**src/rtl/alu_serial_ctrl.sv**
```systemverilog
// Bit-serial ALU engine: accepts an op over valid/ready, walks a 1-bit slice
// LSB-first for WIDTH cycles, then resolves overflow/SLT and returns the result.
module alu_serial_ctrl #(
  parameter int WIDTH = 8,
  parameter int CW    = 4
) (
  input  logic             clk,
  input  logic             rst_n,
  input  logic             in_valid,
  output logic             in_ready,
  input  logic [2:0]       op,
  input  logic [WIDTH-1:0] a,
  input  logic [WIDTH-1:0] b,
  output logic             out_valid,
  input  logic             out_ready,
  output logic [WIDTH-1:0] result,
  output logic             zero,
  output logic             oflo
);

  typedef enum logic [1:0] {
    IDLE   = 2'd0,
    SHIFT  = 2'd1,
    FINISH = 2'd2,
    DONE   = 2'd3
  } state_t;

  state_t           state_r;
  logic [WIDTH-1:0] a_sr_r;
  logic [WIDTH-1:0] b_sr_r;
  logic [WIDTH-1:0] res_sr_r;
  logic [2:0]       op_r;
  logic [CW-1:0]    cnt_r;
  logic             carry_r;
  logic             msb_cin_r;
  logic             msb_cout_r;
  logic             msb_sum_r;

  logic             a_bit_s;
  logic             bb_s;
  logic             sum_s;
  logic             cout_s;
  logic             slice_s;
  logic             ovf_s;
  logic [WIDTH-1:0] fin_result_s;
  logic             fin_oflo_s;

  function automatic logic maj3(input logic x, input logic y, input logic z);
    return (x & y) | (x & z) | (y & z);
  endfunction

  // One-bit ALU slice on the current operand LSBs
  always_comb begin
    a_bit_s = a_sr_r[0];
    bb_s    = b_sr_r[0] ^ op_r[2];
    sum_s   = a_bit_s ^ bb_s ^ carry_r;
    cout_s  = maj3(a_bit_s, bb_s, carry_r);
    case (op_r)
      3'b000:                 slice_s = a_bit_s & bb_s;
      3'b001:                 slice_s = a_bit_s | bb_s;
      3'b010, 3'b110, 3'b111: slice_s = sum_s;
      default:                slice_s = 1'b0;
    endcase
  end

  // Final result/overflow resolution from the captured MSB step
  always_comb begin
    ovf_s        = msb_cin_r ^ msb_cout_r;
    fin_result_s = '0;
    fin_oflo_s   = 1'b0;
    case (op_r)
      3'b000, 3'b001: begin
        fin_result_s = res_sr_r;
        fin_oflo_s   = 1'b0;
      end
      3'b010, 3'b110: begin
        fin_result_s = res_sr_r;
        fin_oflo_s   = ovf_s;
      end
      3'b111: begin
        // sign of the difference corrected by overflow gives a true signed compare
        fin_result_s[0] = msb_sum_r ^ ovf_s;
        fin_oflo_s      = ovf_s;
      end
      default: begin
        fin_result_s = '0;
        fin_oflo_s   = 1'b0;
      end
    endcase
  end

  // Control FSM, serial datapath registers and registered outputs
  always_ff @(posedge clk or negedge rst_n) begin
    if (!rst_n) begin
      state_r    <= IDLE;
      in_ready   <= 1'b1;
      out_valid  <= 1'b0;
      result     <= '0;
      zero       <= 1'b0;
      oflo       <= 1'b0;
      a_sr_r     <= '0;
      b_sr_r     <= '0;
      res_sr_r   <= '0;
      op_r       <= 3'b000;
      cnt_r      <= '0;
      carry_r    <= 1'b0;
      msb_cin_r  <= 1'b0;
      msb_cout_r <= 1'b0;
      msb_sum_r  <= 1'b0;
    end else begin
      case (state_r)
        IDLE: begin
          if (in_valid && in_ready) begin
            a_sr_r   <= a;
            b_sr_r   <= b;
            op_r     <= op;
            carry_r  <= op[2];
            cnt_r    <= '0;
            in_ready <= 1'b0;
            state_r  <= SHIFT;
          end else begin
            in_ready <= 1'b1;
          end
        end
        SHIFT: begin
          a_sr_r   <= {1'b0, a_sr_r[WIDTH-1:1]};
          b_sr_r   <= {1'b0, b_sr_r[WIDTH-1:1]};
          res_sr_r <= {slice_s, res_sr_r[WIDTH-1:1]};
          carry_r  <= cout_s;
          if (cnt_r == CW'(WIDTH - 1)) begin
            msb_cin_r  <= carry_r;
            msb_cout_r <= cout_s;
            msb_sum_r  <= sum_s;
            state_r    <= FINISH;
          end else begin
            cnt_r <= cnt_r + CW'(1);
          end
        end
        FINISH: begin
          result    <= fin_result_s;
          zero      <= (fin_result_s == '0);
          oflo      <= fin_oflo_s;
          out_valid <= 1'b1;
          state_r   <= DONE;
        end
        DONE: begin
          if (out_ready) begin
            out_valid <= 1'b0;
            in_ready  <= 1'b1;
            state_r   <= IDLE;
          end else begin
            out_valid <= 1'b1;
          end
        end
        default: begin
          state_r   <= IDLE;
          in_ready  <= 1'b1;
          out_valid <= 1'b0;
        end
      endcase
    end
  end

endmodule

```
**config.mk**
```make
export PLATFORM = sky130hd
export DESIGN_NAME = alu_serial_ctrl
export DESIGN_NICKNAME = d
export VERILOG_FILES = /design/src/rtl/alu_serial_ctrl.sv
export SDC_FILE = /design/constraint.sdc
export NUM_CORES = 1
export LEC_CHECK = 0
export ABC_CLOCK_PERIOD_IN_PS = 1790
export BUFFER_PORTS_ARGS = -buffer_cell sky130_fd_sc_hd__buf_2
export CAP_MARGIN = 20
export CORE_MARGIN = 4
export CORE_UTILIZATION = 30
export DETAILED_ROUTE_END_ITERATION = 7
export GPL_TIMING_DRIVEN = 0
export PLACE_DENSITY_LB_ADDON = 0.2
export SLEW_MARGIN = 0
export SYNTH_ARGS = -nofsm -noshare
export SYNTH_HDL_FRONTEND = slang
export SYNTH_SLANG_ARGS = --single-unit
```
**constraint.sdc**
```tcl
create_clock -name clk -period 1.79 [get_ports clk]
set_input_delay 0.179 -clock clk [delete_from_list [all_inputs] [get_ports clk]]
set_output_delay 0.179 -clock clk [all_outputs]
set_load 0.03 [all_outputs]
```
# [Word level (Yosys, flattened, before mapping)]
# Cells that the tools add are included.
[op_classes] n_bitwise=11 add_sub_neg=1 eq_ne=12 muxes=22 reduce_logical=15
[op_table] op="$pmux 8 s2" n=2
[op_table] op="$mux 8" n=2
[op_table] op="$logic_not 8->1" n=1
[op_table] op="$mux 4" n=2
[op_table] op="$ne 2x2->1 const B" n=4
[op_table] op="$pmux 1 s2" n=4
[op_table] op="$pmux 2 s4" n=1
[op_table] op="$pmux 4 s2" n=1
[op_table] op="$reduce_and 2->1" n=4
[op_table] op="$mux 7" n=1
[op_table] op="$eq 3x3->1 const B" n=2
[op_table] op="$mux 2" n=3
[op_table] op="$reduce_and 3->1" n=2
[op_table] op="$reduce_bool 2->1" n=3
[op_table] op="$mux 1" n=5
[op_table] op="$xor 1x1->1" n=5
[op_table] op="$add 4x1->4 const B" n=1
[op_table] op="$eq 2x2->1 const B" n=2
[op_table] op="$eq 4x3->1 const B" n=1
[op_table] op="$reduce_or 4->1" n=1
[op_table] op="$and 1x1->1" n=3
[op_table] op="$eq 3x1->1 const B" n=1
[op_table] op="$eq 3x2->1 const B" n=1
[op_table] op="$logic_not 3->1" n=1
[op_table] op="other kinds (6)" n=8
[word_totals] out_inout_bits=12 reg_bits=49

# [Logic depth before layout (Yosys ltp)]
# Gate-level depths: netlist of run 1.
[depth] depth_word=5 mapped_depth=8 depth_no_buf=6

# [Least setup slack after synthesis of run 1]
# No wires, ideal clock.
[synth_timing] path_type="reg2reg" startpoint="reg state_r[0]" endpoint="reg state_r[1]" n_path_buf=1 setup_time_ns=0.125 path_stages_with_launch=7 path_slack_ns=0.274 t_arrival_ns=1.391 path_cell_list="dfrtp_1 -> inv_1 -> ha_1 -> buf_2 -> a21boi_4 -> nor2_2 -> mux2_4"
[synth_between] elab_chain_len=3 elab_cells_between_ends=9 classes_between="eq/ne (6); mux (1); reduce/logical (2)"
[synth_lines] item="start, declared" line_no="28" rtl="state_t state_r;"
[synth_lines] item="start signal, assigned" line_no="95" rtl="state_r <= IDLE;"
[synth_lines] item="start signal, assigned" line_no="120" rtl="state_r <= SHIFT;"
[synth_lines] item="start signal, assigned" line_no="134" rtl="state_r <= FINISH;"
[synth_lines] item="$eq 2x1->1, or another cell as far along" line_no="111" rtl="case (state_r)"
[synth_lines] item="$ne 2x2->1 (no line)"
[synth_lines] item="$reduce_and 3->1 (no line)"
# Several ways; a longest one is shown, not always the timed one.
# A chain may end at the register's enable or synchronous reset.

# [Worst setup path after layout of run 1]
[layout_timing] startpoint="reg op_r[2]" endpoint="reg res_sr_r[7]"
[layout_between] elab_chain_len=4 elab_cells_between_ends=12 classes_between="eq/ne (4); mux (1); bitwise (5); reduce/logical (2)"
[layout_lines] item="start, declared" line_no="32" rtl="logic [2:0] op_r;"
[layout_lines] item="start signal, assigned" line_no="116" rtl="op_r <= op;"
[layout_lines] item="$xor 1x1->1" line_no="55" rtl="bb_s = b_sr_r[0] ^ op_r[2];"
[layout_lines] item="$xor 1x1->1 (2 in series)" line_no="56" rtl="sum_s = a_bit_s ^ bb_s ^ carry_r;"
[layout_lines] item="$pmux 1 s3 (*)" line_no="58" rtl="case (op_r)"
[layout_lines] item="end signal, assigned" line_no="128" rtl="res_sr_r <= {slice_s, res_sr_r[WIDTH-1:1]};"
[layout_lines] item="end, declared" line_no="31" rtl="logic [WIDTH-1:0] res_sr_r;"
# Mark *: on every way between the ends. The rest lies on a longest branch, timed or not.

==> impl_metrics.csv, run 1 <==
group,metric,value,unit
logic_synthesis,ys_ff_latch,49,
place,portBuffers,34,
detailed_routing,wl_per_cell,13.6,µm
logic_synthesis,synth_cell_types,45,
pwr,power_density,1890,mW/mm²
logic_synthesis,synthesis.nets,252,
place,dp.cells,358,
worst_setup_path,cp_max_fo,6,
run_status,status,"finished, final reports clean",
floorplan,core,0.00789,mm²
final_layout,areaGrowthSynthToFinish,16.8,%
logic_synthesis,synth_top_area_frac,0.482,
sta,period_share,0.953,
floorplan,die_area,0.00983,mm²
floorplan,ios,35,
final_layout,final_cells,367,
worst_hold_path,hp-start,"op[1]",
floorplan,initial_core_util,0.316,
logic_synthesis,synth_ff_type,"dfrtp_1",
logic_synthesis,syn-cell-area,0.00249,mm²
global_routing,grt_first_pass_wirelength,8880,µm
detailed_routing,wirelength,4980,µm
place,routabilityCongestion,0.714,
worst_setup_path,rrSetupSlack,80,ps
worst_setup_path,reg2reg_depth,5,
clock_tree,path_clk_slew,90,ps
logic_synthesis,synthArstFlopShare,1.00,
clock_tree,clockBufferDepth,2,
logic_synthesis,synthesis.instances,221,
clock_tree,post_cts_buffers,0,
global_routing,grt_pass1_vias,1771,
worst_setup_path,cp-end-kind,"flop",
worst_setup_path,worst_ep_arrival_time,1890,ps
pwr,p_comb_frac,0.511,
worst_setup_path,cp-start-kind,"flop",
floorplan,fp-row-count,32,
detailed_routing,drcViolationCount,0,
worst_setup_path,reg2reg_from,"op_r[2]",
detailed_routing,first_pass_iters,4,
sta,min_period,1710,ps
worst_hold_path,min_path_cells,2,
pwr,p_leak,1.26,nW
worst_setup_path,critPathKind,"reg -> reg",
sta,grt_setup_unrepaired,"false",
pwr,sequentialPowerShare,0.371,
logic_synthesis,synth_warnings,0,
clock_tree,insertion_delay,300,ps
final_layout,final_common_cell,"dfrtp_1",
final_layout,fin_nets,295,
logic_synthesis,synth-seq-area-share,0.492,
worst_setup_path,critical_path.startpoint,"op_r[2]",
job,drv_cap,0,
sta,finalMaxSlewViolations,0,
clock_tree,cts.htree.levels,2,
detailed_routing,viasPerCell,4.74,
global_routing,grtUsageTotal,0.110,
sta,fmax,0.586,GHz
detailed_routing,first_iter_violations,39,
pwr,p_switching,2.35,mW
floorplan,die_w,99.2,µm
clock_tree,cts-root-buf,"clkbuf_8",
sta,relSlewSlack,0.638,
sta,setup-violations-final,0,
worst_hold_path,hold_class,"in -> reg",
clock_tree,numCtsBuffers,5,
place,dpl.hpwl,3700,µm
sta,finalSetupTns,0,ps
pwr,peakVddDrop,0.499,mV
sta,hold_viol_final,0,
pwr,power,5.51,mW
final_layout,drive_gt1_frac,0.358,
logic_synthesis,yosys-top-cells-area,"dfrtp_1 48%, mux2i_1 5.6%, mux2_2 5.0%, a21oi_2 4.2%, ha_1 3.5%",
pwr,switching_share,0.427,
global_routing,grt_max_degree,28,
sta,worstMarginPinSlew,543,ps
pwr,clkPwrFrac,0.118,
logic_synthesis,syn_area_per_cell,11.3,µm²
clock_tree,tritoncts,"yes",
final_layout,n_antenna_cell,0,
clock_tree,clock_sinks,49,
pwr,internal-power,3.16,mW
worst_setup_path,crit_required,1970,ps
detailed_routing,num_vias,1739,
sta,skew,8.26,ps
floorplan,die_h,99.2,µm
logic_synthesis,yosysTopAreaCell,"dfrtp_1",
global_routing,grt_antenna_before_repair,0,
detailed_routing,antenna_left,0,
global_routing,grt-ovfl-total,0,
logic_synthesis,synth-edff-count,0,
final_layout,layout_common_cells,"47 x dfrtp_1, 38 x buf_2, 18 x nand2_1, 14 x mux2i_1",
[Yosys cell counts (all sizes together), types with 2 or more instances]
master and n:
a21oi 23, o21ai 12, clkbuf 2, mux2 12, nand3 4, dfrtp 48, nand2 18, buf 9
o2bb2ai 8, nor3 4, inv 13, nor2 23, a2bb2oi 2, mux2i 14, o22ai 2, ha 7
[power groups by stage]
stage	logic [mW]	registers (mW)	clock network, mW
after detailed placement	2.87	2.06	0
final	2.82	2.05	0.649
after global routing	3.15	2.13	0.729
after floorplan	2.07	2.17	0
after global placement	2.84	2.05	0
after CTS	2.87	2.05	0.685
[sequential cells by signal, summed over array words and instances (netlist names)]
signal	flops
cnt_r	4
msb_cin_r	1
msb_sum_r	1
carry_r	1
a_sr_r	8
msb_cout_r	1
oflo	1
in_ready	1
zero	1
out_valid	1
op_r	3
state_r	2
res_sr_r	8
b_sr_r	8
result	8
[path summary, 6_finish.rpt]
kind,to
worst max register to register,res_sr_r[7]
worst min-delay path,op_r[1]
worst min register to register,result[7]
worst max-delay path,res_sr_r[7]
min in group asynchronous,result[4]
max in group asynchronous,in_ready
[critical path, stage by stage (launching register included)]
cell and delay, ps:
dfrtp_2 450, xor2_1 210, inv_1 90, fa_1 520, a2bb2oi_1 220, a21oi_1 90
[cell families after synthesis]
logic type | after synthesis | synth area share
flops | 49 | 0.492
buf+inv | 24 | 0.0507
simple gates | 54 | 0.108
mux | 26 | 0.112
xor+xnor | 3 | 0.0161
compound gates | 57 | 0.178
fa+ha+maj | 8 | 0.0432
[stage by stage]
step           instance area [µm²]  utilization  setup WS, ps  hold WS [ps]
2_1_floorplan                 2490            -           274          -117
4_1_cts                       2910        0.368          70.9          92.7
6_report                      2910        0.369          83.5           105
3_3_place_gp                  2790        0.354          97.8           422
3_5_place_dp                  2810        0.356          90.3           197
5_1_grt                       2910        0.369          4.31          89.5
[metal layers]
metal  wire (µm)  global-route usage  vias up
li1            -                   -      863
met1        2390               0.154      854
met2        2400               0.171       18
met3         115              0.0203        4
met4          64              0.0378        0
met5           0                   0        -
[what timing repair did]
item,4_1_cts,5_1_grt
hold buffers,1,0
setup endpoints to repair,0,4
gates resized for setup,0,2
hold endpoints to repair,22,0
[final cells by class]
| cell class | instances | area, µm² |
|---|---|---|
| well taps | 102 | 128 |
| clock inverters | 3 | 17.5 |
| plain buffers | 11 | 80.1 |
| multi-input cells | 148 | 1140 |
| inverters | 13 | 48.8 |
| clock buffers | 5 | 68.8 |
| fillers | 800 | 4980 |
| repair buffers | 36 | 200 |
| flip-flops and latches | 49 | 1230 |
No activity file was read; power rests on OpenSTA's default activity.
==> run 2: changes to the inputs <==
--- a/config.mk
+++ b/config.mk
@@ -12,7 +12,8 @@
 export CORE_UTILIZATION = 30
 export DETAILED_ROUTE_END_ITERATION = 7
 export GPL_TIMING_DRIVEN = 0
-export PLACE_DENSITY_LB_ADDON = 0.2
+export PLACE_DENSITY_LB_ADDON = 0.05
+export RECOVER_POWER = 50
 export SLEW_MARGIN = 0
 export SYNTH_ARGS = -nofsm -noshare
 export SYNTH_HDL_FRONTEND = slang
==> impl_metrics.csv, run 2 (synthesized netlist as in run 1, its figures left out) <==
group,metric,value,unit
global_routing,grt_pass1_vias,1858,
worst_setup_path,crit_chain,"inv_1 > ha_1 > clkbuf_4 > nand3_4 > o21ai_4 > buf_6 > nor2_2 > a21oi_2",
pwr,internal-power,3.34,mW
floorplan,core,0.00789,mm²
clock_tree,cts.htree.levels,2,
worst_setup_path,critPathKind,"reg -> reg",
detailed_routing,first_iter_violations,58,
worst_setup_path,rrSetupSlack,120,ps
sta,hold_viol_final,0,
final_layout,n_antenna_cell,0,
clock_tree,clock_sinks,49,
global_routing,grt_antenna_before_repair,0,
final_layout,multi_input_area,0.00114,mm²
place,portBuffers,34,
worst_setup_path,cp_max_fo,10,
pwr,p_comb_frac,0.501,
detailed_routing,antenna_left,0,
final_layout,nFillCells,790,
clock_tree,numCtsBuffers,5,
sta,worstMarginPinSlew,676,ps
floorplan,die_area,0.00983,mm²
sta,hold-worst-slack,109,ps
sta,finalSetupTns,0,ps
global_routing,grtUsageTotal,0.117,
floorplan,initial_core_util,0.316,
pwr,switching_share,0.420,
worst_setup_path,worst_ep_arrival_time,1890,ps
final_layout,areaGrowthSynthToFinish,17.1,%
global_routing,grt-ovfl-total,0,
detailed_routing,drcViolationCount,0,
global_routing,grt_max_degree,27,
worst_hold_path,hp-start,"op[0]",
pwr,p_leak,1.24,nW
sta,min_period,1670,ps
floorplan,fp-row-count,32,
worst_setup_path,cp-end-kind,"flop",
final_layout,seq_area,0.00123,mm²
place,dpl.hpwl,3850,µm
sta,skew,7.74,ps
worst_hold_path,hold_class,"in -> reg",
pwr,clkPwrFrac,0.145,
global_routing,grt_first_pass_wirelength,9360,µm
worst_setup_path,cpPeakStageDelay,430,ps
sta,setup-violations-final,0,
run_status,status,"finished, final reports clean",
worst_hold_path,min_path_cells,2,
sta,relSlewSlack,0.549,
worst_setup_path,critical_path_buf_inv_count,3,
place,dp.cells,358,
clock_tree,post_cts_buffers,0,
place,routabilityCongestion,0.687,
clock_tree,insertion_delay,300,ps
final_layout,final_common_cell,"dfrtp_1",
clock_tree,path_clk_slew,100,ps
floorplan,die_w,99.2,µm
final_layout,fin_nets,295,
worst_setup_path,reg2reg_depth,8,
final_layout,drive_gt1_frac,0.317,
detailed_routing,wirelength,5390,µm
worst_setup_path,crit_family,"buffers and inverters",
floorplan,ios,35,
sta,fmax,0.600,GHz
detailed_routing,wl_per_cell,14.7,µm
worst_setup_path,crit_required,2020,ps
detailed_routing,num_vias,1721,
detailed_routing,viasPerCell,4.69,
clock_tree,tritoncts,"yes",
sta,finalMaxSlewViolations,0,
final_layout,final_cells,367,
final_layout,layout_common_cells,"47 x dfrtp_1, 26 x buf_2, 18 x nand2_1, 14 x mux2i_1, 14 x clkbuf_1",
pwr,p_switching,2.42,mW
pwr,peakVddDrop,0.611,mV
worst_hold_path,holdPathEnd,"op_r[0]",
pwr,sequentialPowerShare,0.354,
pwr,power_density,1970,mW/mm²
floorplan,die_h,99.2,µm
sta,grt_setup_unrepaired,"false",
clock_tree,cts-root-buf,"clkbuf_8",
worst_setup_path,reg2reg_from,"state_r[0]",
detailed_routing,first_pass_iters,4,
worst_setup_path,cp-start-kind,"flop",
clock_tree,clockBufferDepth,2,
job,drv_cap,0,
worst_setup_path,r2r-end,"a_sr_r[3]",
worst_setup_path,slowest_stage,"dfrtp_1",
sta,period_share,0.931,
-- run 2: layout make-up --
class,count,area share
clock inverter,1,0.0103
tap,102,0.0437
timing repair buffer,36,0.0587
multi-input combinational,148,0.392
inverter,13,0.0167
buffer,11,0.0274
clock buffer,7,0.0296
sequential,49,0.421
-- run 2: how the worst max path moves through the flow --
stage,start,to,cells past startpoint
floorplan,state_r[0],state_r[1],6
global placement,op_r[2],res_sr_r[7],5
detailed placement,op_r[2],res_sr_r[7],5
CTS,state_r[0],a_sr_r[6],8
global route,state_r[1],b_sr_r[2],8
finish,state_r[0],a_sr_r[3],8
-- run 2: power groups by stage --
stage	Clock, mW	Combinational, mW	Sequential, mW
2_1_floorplan	0	2.07	2.17
3_3_place_gp	0	2.90	2.05
3_5_place_dp	0	2.92	2.06
4_1_cts	0.884	2.93	2.04
5_1_grt	0.910	3.25	2.12
6_report	0.834	2.89	2.04
-- run 2: routing by layer --
layer  track usage  routed length [µm]  up-vias
met1         0.167                2760      837
met3        0.0273                 191        4
li1              -                   -      855
met2         0.180                2380       25
met4        0.0315                  54        0
met5             0                   0        -
-- run 2: through the flow --
| stage | setup slack, ps | utilization | total power, mW | area, µm² |
|---|---|---|---|---|
| 5_1_grt | 4.85 | 0.370 | 6.28 | 2920 |
| 6_report | 124 | 0.370 | 5.76 | 2920 |
| 2_1_floorplan | 274 | - | 4.25 | 2490 |
| 3_3_place_gp | 73.4 | 0.354 | 4.95 | 2790 |
| 4_1_cts | 44.9 | 0.372 | 5.85 | 2940 |
| 3_5_place_dp | 74.3 | 0.356 | 4.98 | 2810 |
-- run 2: timing repair --
item	4_1_cts	5_1_grt
endpoints found under the setup margin	0	16
hold buffers	1	0
endpoints found under the hold margin	24	0
resized for setup	0	3
